**config.mk**
```make
export PLATFORM = sky130hd
export DESIGN_NAME = video_counters
export DESIGN_NICKNAME = d
export VERILOG_FILES = /design/src/rtl/video_counters.sv
export SDC_FILE = /design/constraint.sdc
export NUM_CORES = 1
export LEC_CHECK = 0
export ABC_CLOCK_PERIOD_IN_PS = 2800
export BUFFER_PORTS_ARGS = -buffer_cell sky130_fd_sc_hd__buf_2
export CAP_MARGIN = 20
export CORE_AREA = 2 2 60 62
export DETAILED_ROUTE_END_ITERATION = 16
export DIE_AREA = 0 0 62 64
export SLEW_MARGIN = 20
export SYNTH_ARGS = -nofsm -noshare
export SYNTH_HDL_FRONTEND = slang
export SYNTH_SLANG_ARGS = --single-unit
export TNS_END_PERCENT = 30
```
**constraint.sdc**
```tcl
create_clock -name clk -period 2.8 [get_ports clk]
set_input_delay 0.42 -clock clk [delete_from_list [all_inputs] [get_ports clk]]
set_output_delay 0.42 -clock clk [all_outputs]
set_load 0.02 [all_outputs]
```
**src/rtl/video_counters.sv**
```systemverilog
// 640x480@60 VGA raster timing: free-running pixel/line counters with
// flop-driven sync and display-enable outputs decoded one step ahead.
`timescale 1ns/1ps
module video_counters #(
   parameter int H_VISIBLE = 640,
   parameter int H_FRONT   = 16,
   parameter int H_SYNC    = 96,
   parameter int H_BACK    = 48,
   parameter int V_VISIBLE = 480,
   parameter int V_FRONT   = 10,
   parameter int V_SYNC    = 2,
   parameter int V_BACK    = 33
) (
   input  logic       clk,
   input  logic       rst_n,
   output logic       vsync,
   output logic       hsync,
   output logic       video_on,
   output logic [9:0] hpos,
   output logic [8:0] vpos
);
   localparam int H_TOTAL = H_VISIBLE + H_FRONT + H_SYNC + H_BACK;
   localparam int V_TOTAL = V_VISIBLE + V_FRONT + V_SYNC + V_BACK;

   logic [9:0] r_hc, r_vc;
   logic       r_hsync, r_vsync, r_video_on;
   logic [9:0] w_hc_nxt, w_vc_nxt;
   logic       w_hwrap;
   logic       w_hsync_nxt, w_vsync_nxt, w_video_on_nxt;

   always_comb begin
      w_hwrap  = (r_hc == 10'(H_TOTAL - 1));
      w_hc_nxt = w_hwrap ? 10'd0 : r_hc + 10'd1;
      w_vc_nxt = r_vc;
      if (w_hwrap)
         w_vc_nxt = (r_vc == 10'(V_TOTAL - 1)) ? 10'd0 : r_vc + 10'd1;
   end

   // Decoding the next counter value lets the flops line up with hpos/vpos
   // in the same cycle while still being glitch-free registered outputs.
   always_comb begin
      w_hsync_nxt    = !((w_hc_nxt >= 10'(H_VISIBLE + H_FRONT)) &&
                         (w_hc_nxt <  10'(H_VISIBLE + H_FRONT + H_SYNC)));
      w_vsync_nxt    = !((w_vc_nxt >= 10'(V_VISIBLE + V_FRONT)) &&
                         (w_vc_nxt <  10'(V_VISIBLE + V_FRONT + V_SYNC)));
      w_video_on_nxt = (w_hc_nxt < 10'(H_VISIBLE)) && (w_vc_nxt < 10'(V_VISIBLE));
   end

   always_ff @(posedge clk or negedge rst_n) begin
      if (!rst_n) begin
         r_hc       <= 10'd0;
         r_vc       <= 10'd0;
         r_hsync    <= 1'b1;
         r_vsync    <= 1'b1;
         r_video_on <= 1'b1;
      end else begin
         r_hc       <= w_hc_nxt;
         r_vc       <= w_vc_nxt;
         r_hsync    <= w_hsync_nxt;
         r_vsync    <= w_vsync_nxt;
         r_video_on <= w_video_on_nxt;
      end
   end

   assign hpos     = r_hc;
   // Lines past 510 are clamped so vpos stays monotonic within the frame.
   assign vpos     = (r_vc < 10'd511) ? r_vc[8:0] : 9'd511;
   assign hsync    = r_hsync;
   assign vsync    = r_vsync;
   assign video_on = r_video_on;
endmodule

```
==> summary.md, run 1 <==
| Metric | Value |
|---|---|
| Outcome | finished, final reports clean |
| Worst-margin pin slew | 0.563 ns |
| Top library cells by usage in the layout, fill and taps aside | sky130_fd_sc_hd__buf_2 (23), sky130_fd_sc_hd__dfrtp_1 (20), sky130_fd_sc_hd__nand2_1 (15), sky130_fd_sc_hd__nor2_1 (13) |
| Final weighted congestion in routability-driven placement | 0.806 |
| Worst-case reg-to-reg path depth | 6 |
| Worst reg2reg setup slack | 0.73 ns |
| Remaining max-slew budget at the tightest pin | 62.0% |
| Leak pwr | 0.000738 uW |
| Pin count of the biggest net entering global routing | 24 |
| Final worst-path cycle share | 76.4% |
| CP max FO | 6 |
| IO buf count | 23 |
| Clk Tree Root Cell | sky130_fd_sc_hd__clkbuf_4 |
| Horiz. Die Dim | 62 microns |
| Portion of synthesized cell area occupied by the leading cell type | 35.3% |
| Number of nets with antenna violations after detailed routing | 0 |
| Post-DP HPWL | 2250 microns |
| Final nets | 176 |
| Total grt overflow | 0 |
| Arrival time at the worst endpoint | 1.72 ns |
| Most frequent standard cell in the layout excluding fill and tap cells | sky130_fd_sc_hd__buf_2 |
| Time the worst path needs with I/O delays and setup | 2.14 ns |
| Layout area overhead | 11.8% |
| Number of placed instances, taps included | 211 |
| N_diodes | 0 |
| Final Skew | 0.00612 ns |
| Largest area contributor in the synthesized netlist | sky130_fd_sc_hd__dfrtp_1 |
| Buffer count from post-CTS setup fixing | 0 |
| Die Outline Area | 3970 sq um |
| Routed wire per std cell | 14.4 microns |
| Ranking of synthesized cells by area | sky130_fd_sc_hd__dfrtp_1 (35%), sky130_fd_sc_hd__dfstp_2 (5.6%), sky130_fd_sc_hd__nand2_1 (4.0%) |
| Critical Path Source Type | flop |
| Starting Density | 43.2% |
| Setup repair after global routing missed its margin | false |
| Post-Synthesis Cell Area | 1420 sq um |
| Capturing element type of the critical path | primary output |
| Flip-flop and latch count after synthesis | 23 |
| Dominant register cell in the synthesized netlist | sky130_fd_sc_hd__dfrtp_1 |
| Total number of placement rows | 21 |
| Synthesized instance count | 150 |
| Crit-path cells | ha_1 -> nand4_1 -> nor2_1 -> nor2_1 -> nand2_1 -> buf_2 |
| Required @ worst endpoint | 2.38 ns |
| Cells resized by post-CTS repair | 0 |
| Clock transition at the registers of the reported paths | 0.13 ns |
| Average footprint of a synthesized cell | 9.45 sq um |
| Post-detailed-route DRC marker count | 0 |
| Buffer levels on the longest clock path | 2 |
| H-tree depth | 1 |
| Number of non-filler instances in the completed layout | 215 |
| Hold buffers post-CTS | 0 |
| Final sum of negative setup slack | 0 ns |
| GR Util All Layers | 16.2% |
| Path category of the worst min-delay check | in2async |
| Clock sinks | 23 |
| Clock Latency Late Sink | 0.31 ns |
| Post-synthesis sequential area ratio | 40.9% |
| Share of cells above drive strength 1 | 26.6% |
| Number of DRC violations after detailed-routing iteration 0 | 48 |
| Max-cap viol count | 0 |
| Via-per-instance ratio | 5.40 |
| Asr flop ratio synth | 100% |
| Antenna violations before repair | 0 |
| Number of distinct library cells after synthesis | 45 |
| CTS Buf Count | 3 |
| Smallest hold slack | 0.0558 ns |
| Family with the most delay on the worst path | simple AND/OR/NAND/NOR gates |
| CTS tree | built |
| IR Drop Worst-Case VDD | 210 uV |
| DRT Wirelength | 3090 microns |
| Synthesized Nets | 156 |
| Final Hold Vio Count | 0 |
| Number of warnings printed during yosys synthesis | 0 |
| Via count of the routed design | 1162 |
| Die boundary height | 64 microns |
| Kind of critical path | reg2out |
| Ports | 24 |
| Post-synth EDFFs | 0 |
| Buffer and inverter count on the worst path | 1 |
| Stages on the worst setup path | 6 |
| Cell Pwr Density | 311 nW/um^2 |
| Core footprint | 3280 sq um |
| Number of detailed-routing iterations run before antenna repair | 4 |
| Final setup viols | 0 |
| Final slew viol count | 0 |
| Global-route wire length before repair | 4960 microns |
| Cell occurring most often along the worst timing path | sky130_fd_sc_hd__nor2_1 |
| Fmax | 0.467 GHz |
| Slowest-stage cell, CP | sky130_fd_sc_hd__dfrtp_1 |
| Overall Power | 493 uW |
| Number of global-route vias before repair | 1049 |
| Slowest cell delay on critical path | 0.46 ns |
metal layers:
| layer | routed length (microns) | part of all wire (%) | track usage [%] | vias up |
|---|---|---|---|---|
| met2 | 1380 | 45 | 23.6 | 19 |
| li1 | - | - | - | 576 |
| met1 | 1570 | 51 | 24.6 | 565 |
| met5 | 0 | 0 | 0 | - |
| met3 | 122 | 3.9 | 2.43 | 2 |
| met4 | 14 | 0.45 | 4.26 | 0 |
flip-flops by register name (all words and copies together) (netlist names):
name,flops
vsync,1
hpos,10
r_vc,10
hsync,1
video_on,1
Yosys cell counts (2+ instances only):
master and n:
sky130_fd_sc_hd__xor2_1 6, sky130_fd_sc_hd__o31ai_1 2, sky130_fd_sc_hd__dfstp_2 3, sky130_fd_sc_hd__buf_2 4, sky130_fd_sc_hd__nor3_1 4, sky130_fd_sc_hd__nor3b_1 2, sky130_fd_sc_hd__or2_2 7, sky130_fd_sc_hd__o21ai_0 8
sky130_fd_sc_hd__nand2_1 15, sky130_fd_sc_hd__nor2_1 13, sky130_fd_sc_hd__inv_1 4, sky130_fd_sc_hd__xnor2_1 5, sky130_fd_sc_hd__nand2b_1 2, sky130_fd_sc_hd__mux2i_1 2, sky130_fd_sc_hd__dfrtp_1 20, sky130_fd_sc_hd__nor4b_1 2
sky130_fd_sc_hd__o311a_1 2, sky130_fd_sc_hd__ha_1 4, sky130_fd_sc_hd__nand4_1 5, sky130_fd_sc_hd__nand3_1 8, sky130_fd_sc_hd__and4_1 2, sky130_fd_sc_hd__nor4_1 3, sky130_fd_sc_hd__clkbuf_1 5
stage by stage:
step / cell area [sq um] / util (%) / setup slack (ns)
6_report: 1590 / 48.3 / 0.660
5_1_grt: 1590 / 48.3 / 0.499
4_1_cts: 1590 / 48.3 / 0.675
3_5_place_dp: 1560 / 47.5 / 0.743
3_3_place_gp: 1560 / 47.5 / 0.828
2_1_floorplan: 1420 / - / 0.757
layout make-up:
cell class / count / area, sq um
Clock buffer: 4 / 26.3
Fill cell: 327 / 1700
Inverter: 4 / 15.0
Multi-Input combinational cell: 114 / 785
Sequential cell: 23 / 579
Tap cell: 46 / 57.6
Timing Repair Buffer: 24 / 123
cell families after synthesis:
family	count (synthesis)	share of synthesized area [%]
simple gates	72	30.3
xor+xnor	11	6.80
flops	23	40.9
compound gates	23	11.8
mux	3	2.21
buf+inv	13	3.80
fa+ha+maj	5	4.24
power breakdown:
group	switching [uW]	total [uW]	internal (uW)
logic	6.06	6.56	0.499
clock network	98.2	154	55.5
registers	0	332	332
total	104	493	388
final timing paths:
path / startpoint / end
max: r_vc[0]$_DFF_PN0_ / vpos[0]
min: rst_n / hpos[8]$_DFF_PN0_
max reg2reg: hpos[0]$_DFF_PN0_ / video_on$_DFF_PN1_
min reg2reg: hpos[0]$_DFF_PN0_ / hpos[0]$_DFF_PN0_
max in group asynchronous: rst_n / vsync$_DFF_PN1_
min in group clk: hpos[0]$_DFF_PN0_ / hpos[0]$_DFF_PN0_
worst register-to-register path, cell delays in order (launching register included):
cell                       delay, ns
sky130_fd_sc_hd__dfrtp_1        0.45
sky130_fd_sc_hd__ha_1           0.29
sky130_fd_sc_hd__nand4_4        0.17
sky130_fd_sc_hd__or4b_1         0.55
sky130_fd_sc_hd__a21oi_2        0.20
sky130_fd_sc_hd__o21bai_1       0.12
sky130_fd_sc_hd__a211oi_2       0.22
(Power assumes the default switching activity.)
==> inputs of run 2 (changes only) <==
--- a/config.mk
+++ b/config.mk
@@ -5,12 +5,13 @@
 export SDC_FILE = /design/constraint.sdc
 export NUM_CORES = 1
 export LEC_CHECK = 0
-export ABC_CLOCK_PERIOD_IN_PS = 2800
+export ABC_AREA = 1
+export ABC_CLOCK_PERIOD_IN_PS = 2100
 export BUFFER_PORTS_ARGS = -buffer_cell sky130_fd_sc_hd__buf_2
 export CAP_MARGIN = 20
-export CORE_AREA = 2 2 60 62
+export CORE_AREA = 2 2 61 63
 export DETAILED_ROUTE_END_ITERATION = 16
-export DIE_AREA = 0 0 62 64
+export DIE_AREA = 0 0 63 65
 export SLEW_MARGIN = 20
 export SYNTH_ARGS = -nofsm -noshare
 export SYNTH_HDL_FRONTEND = slang
==> constraint.sdc (replaced) <==
create_clock -name clk -period 2.1 [get_ports clk]
set_input_delay 0.315 -clock clk [delete_from_list [all_inputs] [get_ports clk]]
set_output_delay 0.315 -clock clk [all_outputs]
set_load 0.02 [all_outputs]
==> run 2 against run 1 <==
Compared with the run above: clock power increased by 32%; non-clock buffer count up 5; count of clock-buffer cells in the layout stayed put; worst hold slack better by 0.44 ns; power up 33%; first-iteration DRC count is 10% lower; worst setup slack worse by 0.54 ns; global-route usage grew 1.8 points; via count increased by 12%; critical path type unchanged; highest routed layer unchanged.
==> summary.md, run 2 <==
| Metric | Value |
|---|---|
| Path category of the worst min-delay check | in2async |
| Final design utilization | 48.7% (+0.41 points) |
| N_diodes | 0 (unchanged) |
| GR Util All Layers | 18.0% (+1.8 points) |
| Overall Power | 657 uW (+33%) |
| Max-cap viol count | 0 (unchanged) |
| Largest area contributor in the synthesized netlist | sky130_fd_sc_hd__dfrtp_1 |
| Horiz. Die Dim | 63 microns (+1.6%) |
| Core footprint | 3500 sq um (+6.4%) |
| Combinational family with the most area after synthesis | simple AND/OR/NAND/NOR gates |
| Simple-gate area share of the yosys netlist | 41.9% (+12 points) |
| Clock Latency Late Sink | 0.31 ns (about the same) |
| Post-Synthesis Cell Area | 1460 sq um (+3.1%) |
| H-tree depth | 1 (unchanged) |
| Remaining max-slew budget at the tightest pin | 66.8% (+4.9 points) |
| Number of nets with antenna violations after detailed routing | 0 (unchanged) |
| Top library cells by usage in the layout, fill and taps aside | sky130_fd_sc_hd__nand2_1 (73), sky130_fd_sc_hd__inv_1 (29), sky130_fd_sc_hd__nor2_1 (24), sky130_fd_sc_hd__buf_2 (23) |
| Crit-path cells | ha_2 -> nand3_2 -> inv_2 -> a31oi_2 -> buf_6 -> nand2_1 -> buf_2 |
| Number of non-filler instances in the completed layout | 288 (+34%) |
| Final nets | 247 (+40%) |
| Number of global-route vias before repair | 1260 (+20%) |
| Final Skew | 0.00388 ns (-0.00224 ns) |
| Post-detailed-route DRC marker count | 0 (unchanged) |
| Number of placed instances, taps included | 281 (+33%) |
| Flip-flop and latch count after synthesis | 23 (unchanged) |
| Clk Tree Root Cell | sky130_fd_sc_hd__clkbuf_4 |
| Clock transition at the registers of the reported paths | 0.12 ns (about the same) |
| Most repeated cell in the gate-level netlist after synthesis | sky130_fd_sc_hd__nand2_1 |
| DRT Wirelength | 3160 microns (+2.0%) |
| Adder-cell share of the synthesized area | 3.42% (-0.81 points) |
| Setup WS post-layout | 0.124 ns (-0.537 ns) |
| Multiplexer share of the synthesized area | 0% (-2.2 points) |
| Slowest-stage cell, CP | sky130_fd_sc_hd__dfrtp_1 |
| Global-route wire length before repair | 5820 microns (+17%) |
| Pin count of the biggest net entering global routing | 24 (unchanged) |
| Final weighted congestion in routability-driven placement | 0.782 (-3.0%) |
| Total grt overflow | 0 (unchanged) |
| IO buf count | 23 (unchanged) |
| Total number of placement rows | 22 (+4.8%) |
| Xor-xnor portion of the synthesized cell area | 1.80% (-5.0 points) |
| Post-DP HPWL | 2410 microns (+7.1%) |
| Share of cells above drive strength 1 | 22.1% (-4.5 points) |
| Cell Pwr Density | 386 nW/um^2 (+24%) |
| Required @ worst endpoint | 1.78 ns (-0.60 ns) |
| CP max FO | 7 (+1) |
| Via-per-instance ratio | 4.54 (-16%) |
| Layout area overhead | 16.4% |
| Fmax | 0.506 GHz |
| Final slew viol count | 0 (unchanged) |
| Filler cells | 378 (+16%) |
| Number of DRC violations after detailed-routing iteration 0 | 43 (-10%) |
| Outcome | finished, final reports clean |
| Number of detailed-routing iterations run before antenna repair | 4 (unchanged) |
| Synthesized instance count | 209 (+39%) |
| Capturing element type of the critical path | primary output |
| Post-synth EDFFs | 0 (unchanged) |
| Area fraction in compound gates after synthesis | 2.74% (-9.1 points) |
| Top cells by instance count after synthesis | sky130_fd_sc_hd__nand2_1 (73), sky130_fd_sc_hd__inv_1 (30), sky130_fd_sc_hd__nor2_1 (24) |
| Critical Path Source Type | flop |
| Slowest cell delay on critical path | 0.41 ns (-0.05 ns) |
| Die Outline Area | 4100 sq um (+3.2%) |
| Buffer levels on the longest clock path | 2 (unchanged) |
| Most frequent standard cell in the layout excluding fill and tap cells | sky130_fd_sc_hd__nand2_1 |
| Kind of critical path | reg2out |
| Ports | 24 (unchanged) |
| Worst-margin pin slew | 0.497 ns (-0.0653 ns) |
| Clock sinks | 23 (unchanged) |
| Die boundary height | 65 microns (+1.6%) |
| Smallest hold slack | 0.492 ns (+0.436 ns) |
| CTS Buf Count | 3 (unchanged) |
| IR Drop Worst-Case VDD | 484 uV (+130%) |
| Antenna violations before repair | 0 (unchanged) |
| Routed wire per std cell | 11.0 microns (-24%) |
| Dominant register cell in the synthesized netlist | sky130_fd_sc_hd__dfrtp_1 |
| Final Hold Vio Count | 0 (unchanged) |
| Synthesized Nets | 215 (+38%) |
| Arrival time at the worst endpoint | 1.66 ns (-0.06 ns) |
| Final worst-path cycle share | 94.1% |
| Final setup viols | 0 (unchanged) |
| Pre-CTS setup slack | 0.242 ns (-0.501 ns) |
| Average footprint of a synthesized cell | 6.99 sq um (-26%) |
| Leak pwr | 0.000996 uW (+35%) |
| Starting Density | 41.8% (-1.4 points) |
| Via count of the routed design | 1307 (+12%) |
| Ranking of synthesized cells by area | sky130_fd_sc_hd__dfrtp_1 (34%), sky130_fd_sc_hd__nand2_1 (19%), sky130_fd_sc_hd__inv_1 (7.7%) |
| Number of warnings printed during yosys synthesis | 0 (unchanged) |
| CTS tree | built |
| Portion of synthesized cell area occupied by the leading cell type | 34.2% (-1.1 points) |
| Number of distinct library cells after synthesis | 25 (-44%) |
| Post-synthesis sequential area ratio | 39.6% (-1.2 points) |
| Time the worst path needs with I/O delays and setup | 1.98 ns |
| Asr flop ratio synth | 100% (unchanged) |
run 2: timing repair:
item                                    CTS  global route
endpoints found under the hold margin    20             0
pin swaps                                 0             1
buffers inserted                          1             1
endpoints found under the setup margin    7             7
gates resized for setup                   0             5
hold buffers                              1             0
run 2: worst max-delay path: cells and delay by family (launching register included):
kind / cells / cell delay [ns]
flops: 1 / 0.41
fa+ha+maj: 1 / 0.21
buf+inv: 3 / 0.36
simple gates: 2 / 0.15
compound gates: 1 / 0.21
run 2: area by class of cell:
class | count | area (sq um) | share of cell area [%]
multi-input combinational | 150 | 742 | 43.6
sequential | 23 | 579 | 34.0
timing repair buffer | 29 | 166 | 9.78
inverter | 34 | 128 | 7.50
tap | 48 | 60.1 | 3.53
clock buffer | 4 | 26.3 | 1.54
run 2: layer usage:
| metal | routed length [microns] | part of all wire [%] | track usage [%] |
|---|---|---|---|
| met3 | 89 | 2.8 | 3.30 |
| met2 | 1450 | 46 | 30.3 |
| met1 | 1600 | 51 | 24.4 |
| met4 | 21 | 0.67 | 3.33 |
| met5 | 0 | 0 | 0 |
run 2: per-stage QoR:
stage	area (sq um)	TNS, ns
floorplan	1460	0
global placement	1630	0
detailed placement	1630	0
CTS	1680	0
global route	1700	-0.00534
finish	1700	0
run 2: where the power goes:
part,internal [uW],leakage [uW],switching [uW]
combinational,1.88,0.000684,8.25
clock,74.1,0.0000150,130
sequential,443,0.000297,0
run 2: path summary, 6_finish.rpt:
| check | start | to | slack (ns) | cells after the start |
|---|---|---|---|---|
| worst max-delay path | r_vc[0]$_DFF_PN0_ | vpos[0] | 0.12 | 7 |
| worst min-delay path | rst_n | hpos[5]$_DFF_PN0_ | 0.49 | 2 |
| worst max register to register | hpos[1]$_DFF_PN0_ | vsync$_DFF_PN1_ | 0.21 | 10 |
| worst min register to register | hpos[2]$_DFF_PN0_ | hpos[2]$_DFF_PN0_ | 0.59 | 1 |
| max in group asynchronous | rst_n | vsync$_DFF_PN1_ | 1.24 | 2 |
| min in group clk | hpos[2]$_DFF_PN0_ | hpos[2]$_DFF_PN0_ | 0.59 | 1 |
run 2: cell families (layout without fill, tap and decap cells):
logic type      Yosys count  in the layout
compound gates            7              7
xor+xnor                  3              3
fa+ha+maj                 4              4
buf+inv                  36             67
flops                    23             23
simple gates            136            136
==> inputs of run 3 (changes only) <==
--- a/config.mk
+++ b/config.mk
@@ -5,13 +5,12 @@
 export SDC_FILE = /design/constraint.sdc
 export NUM_CORES = 1
 export LEC_CHECK = 0
-export ABC_AREA = 1
 export ABC_CLOCK_PERIOD_IN_PS = 2100
 export BUFFER_PORTS_ARGS = -buffer_cell sky130_fd_sc_hd__buf_2
 export CAP_MARGIN = 20
-export CORE_AREA = 2 2 61 63
+export CORE_AREA = 2 2 60 62
 export DETAILED_ROUTE_END_ITERATION = 16
-export DIE_AREA = 0 0 63 65
+export DIE_AREA = 0 0 62 64
 export SLEW_MARGIN = 20
 export SYNTH_ARGS = -nofsm -noshare
 export SYNTH_HDL_FRONTEND = slang
==> run 3 against run 2 <==
Compared with the run above: critical path depth down 1; clock power about the same; maximum frequency up 1.9%; global-route usage down 0.89 points; count of clock-buffer cells in the layout down 1; sequential share of layout area up 0.72 points.
==> summary.md, run 3 (synthesis gave the netlist of run 1 again) <==
| Metric | Value |
|---|---|
| Max-cap viol count | 0 (unchanged) |
| Part of the power in combinational logic | 1.6% (about the same) |
| Worst reg2reg path endpoint | video_on$_DFF_PN1_ |
| Top library cells by usage in the layout, fill and taps aside | sky130_fd_sc_hd__buf_2 (23), sky130_fd_sc_hd__dfrtp_1 (20), sky130_fd_sc_hd__nand2_1 (15), sky130_fd_sc_hd__nor2_1 (13), sky130_fd_sc_hd__buf_4 (10) |
| Final Skew | 0.0203 ns (+0.0164 ns) |
| Filler cells | 321 (-15%) |
| Grt met2 use | 25.4% (-4.9 points) |
| Final setup viols | 0 (unchanged) |
| Routed wire per std cell | 13.6 microns (+25%) |
| Layout area overhead | 17.6% |
| Outcome | finished, final reports clean |
| Number of placed instances, taps included | 220 (-22%) |
| Setup repair after global routing missed its margin | false |
| Remaining max-slew budget at the tightest pin | 66.1% (-0.75 points) |
| Post-detailed-route DRC marker count | 0 (unchanged) |
| Via count of the routed design | 1227 (-6.1%) |
| Capturing element type of the critical path | flop |
| Worst-margin pin slew | 0.502 ns (+0.00414 ns) |
| Die Outline Area | 3970 sq um (-3.1%) |
| Post-DP HPWL | 2310 microns (-4.3%) |
| Number of nets with antenna violations after detailed routing | 0 (unchanged) |
| Path category of the worst min-delay check | in2async |
| Proportion of power drawn by the clock network | 31.1% (about the same) |
| Setup WS post-layout | 0.162 ns (+0.0377 ns) |
| Die boundary height | 64 microns (-1.5%) |
| Final slew viol count | 0 (unchanged) |
| Ports | 24 (unchanged) |
| CTS tree | built |
| Final worst-path cycle share | 92.3% (-1.8 points) |
| Met3 global-route usage | 4.45% (+1.2 points) |
| Fmax | 0.516 GHz (+1.9%) |
| Switching part of the total power | 21.6% (+0.61 points) |
| DRT Wirelength | 3070 microns (-2.7%) |
| IR Drop Worst-Case VDD | 308 uV (-36%) |
| FF/Latch Area | 579 sq um (unchanged) |
| Net switching power | 142 uW (+3.1%) |
| Buffer count from post-CTS setup fixing | 0 (-1) |
| Clock sinks | 23 (unchanged) |
| Total grt overflow | 0 (unchanged) |
| Number of non-filler instances in the completed layout | 225 (-22%) |
| Arrival time at the worst endpoint | 2.19 ns (+0.53 ns) |
| Number of DRC violations after detailed-routing iteration 0 | 46 (+7.0%) |
| IO buf count | 23 (unchanged) |
| Total number of placement rows | 21 (-4.5%) |
| H-tree depth | 1 (unchanged) |
| Final sum of negative setup slack | 0 ns (unchanged) |
| GR Util All Layers | 17.1% (-0.89 points) |
| Kind of critical path | reg2reg |
| Required @ worst endpoint | 2.35 ns (+0.57 ns) |
| Core footprint | 3280 sq um (-6.0%) |
| Final nets | 186 (-25%) |
| Pre-CTS setup slack | 0.167 ns (-0.0759 ns) |
| Number of global-route vias before repair | 1135 (-9.9%) |
| Global routing's busiest layer | met2 |
| Clock transition at the registers of the reported paths | 0.14 ns (+0.02 ns) |
| Number of detailed-routing iterations run before antenna repair | 4 (unchanged) |
| Buffer levels on the longest clock path | 2 (unchanged) |
| Most frequent standard cell in the layout excluding fill and tap cells | sky130_fd_sc_hd__buf_2 |
| Sequential cell fraction of total power | 67.3% (about the same) |
| Global-route wire length before repair | 5220 microns (-10%) |
| Final weighted congestion in routability-driven placement | 0.824 (+5.3%) |
| Startpoint of the lowest-slack register-to-register path | hpos[1]$_DFF_PN0_ |
| Area of the multi-input gates | 787 sq um (+6.1%) |
| Pin count of the biggest net entering global routing | 24 (unchanged) |
| Cell Pwr Density | 395 nW/um^2 (+2.3%) |
| Via-per-instance ratio | 5.45 (+20%) |
| Time the worst path needs with I/O delays and setup | 1.94 ns (-0.0377 ns) |
| Clk Tree Root Cell | sky130_fd_sc_hd__clkbuf_4 |
| Antenna violations before repair | 0 (unchanged) |
| CP max FO | 8 (+1) |
| Smallest hold slack | 0.474 ns (-0.0173 ns) |
| CTS Buf Count | 3 (unchanged) |
| Overall Power | 659 uW (+0.22%) |
| Critical Path Source Type | flop |
| Share of cells above drive strength 1 | 31.3% (+9.2 points) |
| Starting Density | 43.2% (+1.4 points) |
| Worst-case reg-to-reg path depth | 6 (-4) |
| Worst reg2reg setup slack | 0.16 ns (-0.05 ns) |
| Power Internal | 516 uW (-0.55%) |
| Horiz. Die Dim | 62 microns (-1.6%) |
| Final Hold Vio Count | 0 (unchanged) |
| Leak pwr | 0.000788 uW (-21%) |
| N_diodes | 0 (unchanged) |
| Met1 usage | 24.9% (+0.51 points) |
| Clock Latency Late Sink | 0.32 ns (about the same) |
## run 3: cell types whose count changed in the layout (fill, tap and decap cells not counted), moves of 3 or more
cell | before | now
sky130_fd_sc_hd__xor2_1 | 2 | 6
sky130_fd_sc_hd__nand2_1 | 73 | 15
sky130_fd_sc_hd__inv_2 | 5 | 0
sky130_fd_sc_hd__o21ai_0 | 3 | 8
sky130_fd_sc_hd__or2_2 | 1 | 7
sky130_fd_sc_hd__inv_1 | 29 | 4
sky130_fd_sc_hd__nand3_1 | 20 | 8
sky130_fd_sc_hd__nand2_2 | 3 | 0
sky130_fd_sc_hd__nor2_1 | 24 | 13
sky130_fd_sc_hd__buf_4 | 4 | 10
sky130_fd_sc_hd__nor4_1 | 0 | 3
sky130_fd_sc_hd__xnor2_1 | 1 | 5
## run 3: how the worst max path moves through the flow
stage / from / endpoint / slack (ns) / depth (start not counted)
floorplan: hpos[0]$_DFF_PN0_ / video_on$_DFF_PN1_ / 0.06 / 6
global placement: hpos[0]$_DFF_PN0_ / video_on$_DFF_PN1_ / 0.22 / 6
detailed placement: hpos[1]$_DFF_PN0_ / video_on$_DFF_PN1_ / 0.17 / 6
CTS: hpos[1]$_DFF_PN0_ / video_on$_DFF_PN1_ / 0.15 / 6
global route: hpos[0]$_DFF_PN0_ / video_on$_DFF_PN1_ / 0.03 / 6
finish: hpos[1]$_DFF_PN0_ / video_on$_DFF_PN1_ / 0.16 / 6
## run 3: area by class of cell
type	count	area share, %
Sequential cell	23	34.8
Clock inverter	1	0.300
Tap cell	46	3.45
Clock buffer	3	1.35
Timing Repair Buffer	34	12.0
Multi-Input combinational cell	114	47.2
Inverter	4	0.901
## run 3: power groups by stage
stage	logic, uW	clock network, uW	registers, uW
2_1_floorplan	0.000338	0	451
3_3_place_gp	9.51	0	451
3_5_place_dp	9.74	0	451
4_1_cts	11.1	213	443
5_1_grt	12.8	234	443
6_report	10.3	205	443
## run 3: metal layers
layer / share of wire (%) / wire (microns)
met1: 47 / 1440
met2: 47 / 1440
met3: 5.5 / 169
met4: 0.46 / 14
met5: 0 / 0
## run 3: worst max-delay path, cell delays in order, from the launching register on
cell	delay, ns
sky130_fd_sc_hd__dfrtp_1	0.37
sky130_fd_sc_hd__ha_1	0.26
sky130_fd_sc_hd__nand4_4	0.17
sky130_fd_sc_hd__or4b_1	0.55
sky130_fd_sc_hd__a21oi_2	0.20
sky130_fd_sc_hd__o21bai_1	0.11
sky130_fd_sc_hd__a211oi_2	0.22
## run 3: per-stage QoR
step / cell area (sq um) / utilization [%]
6_report: 1670 / 50.7
5_1_grt: 1670 / 50.7
4_1_cts: 1660 / 50.7
3_5_place_dp: 1630 / 49.5
3_3_place_gp: 1630 / 49.5
2_1_floorplan: 1420 / -
## run 3: repair_timing
item | CTS | global route
resized for setup | 0 | 1
setup endpoints to repair | 0 | 1
hold buffers | 1 | 0
hold endpoints to repair | 20 | 0
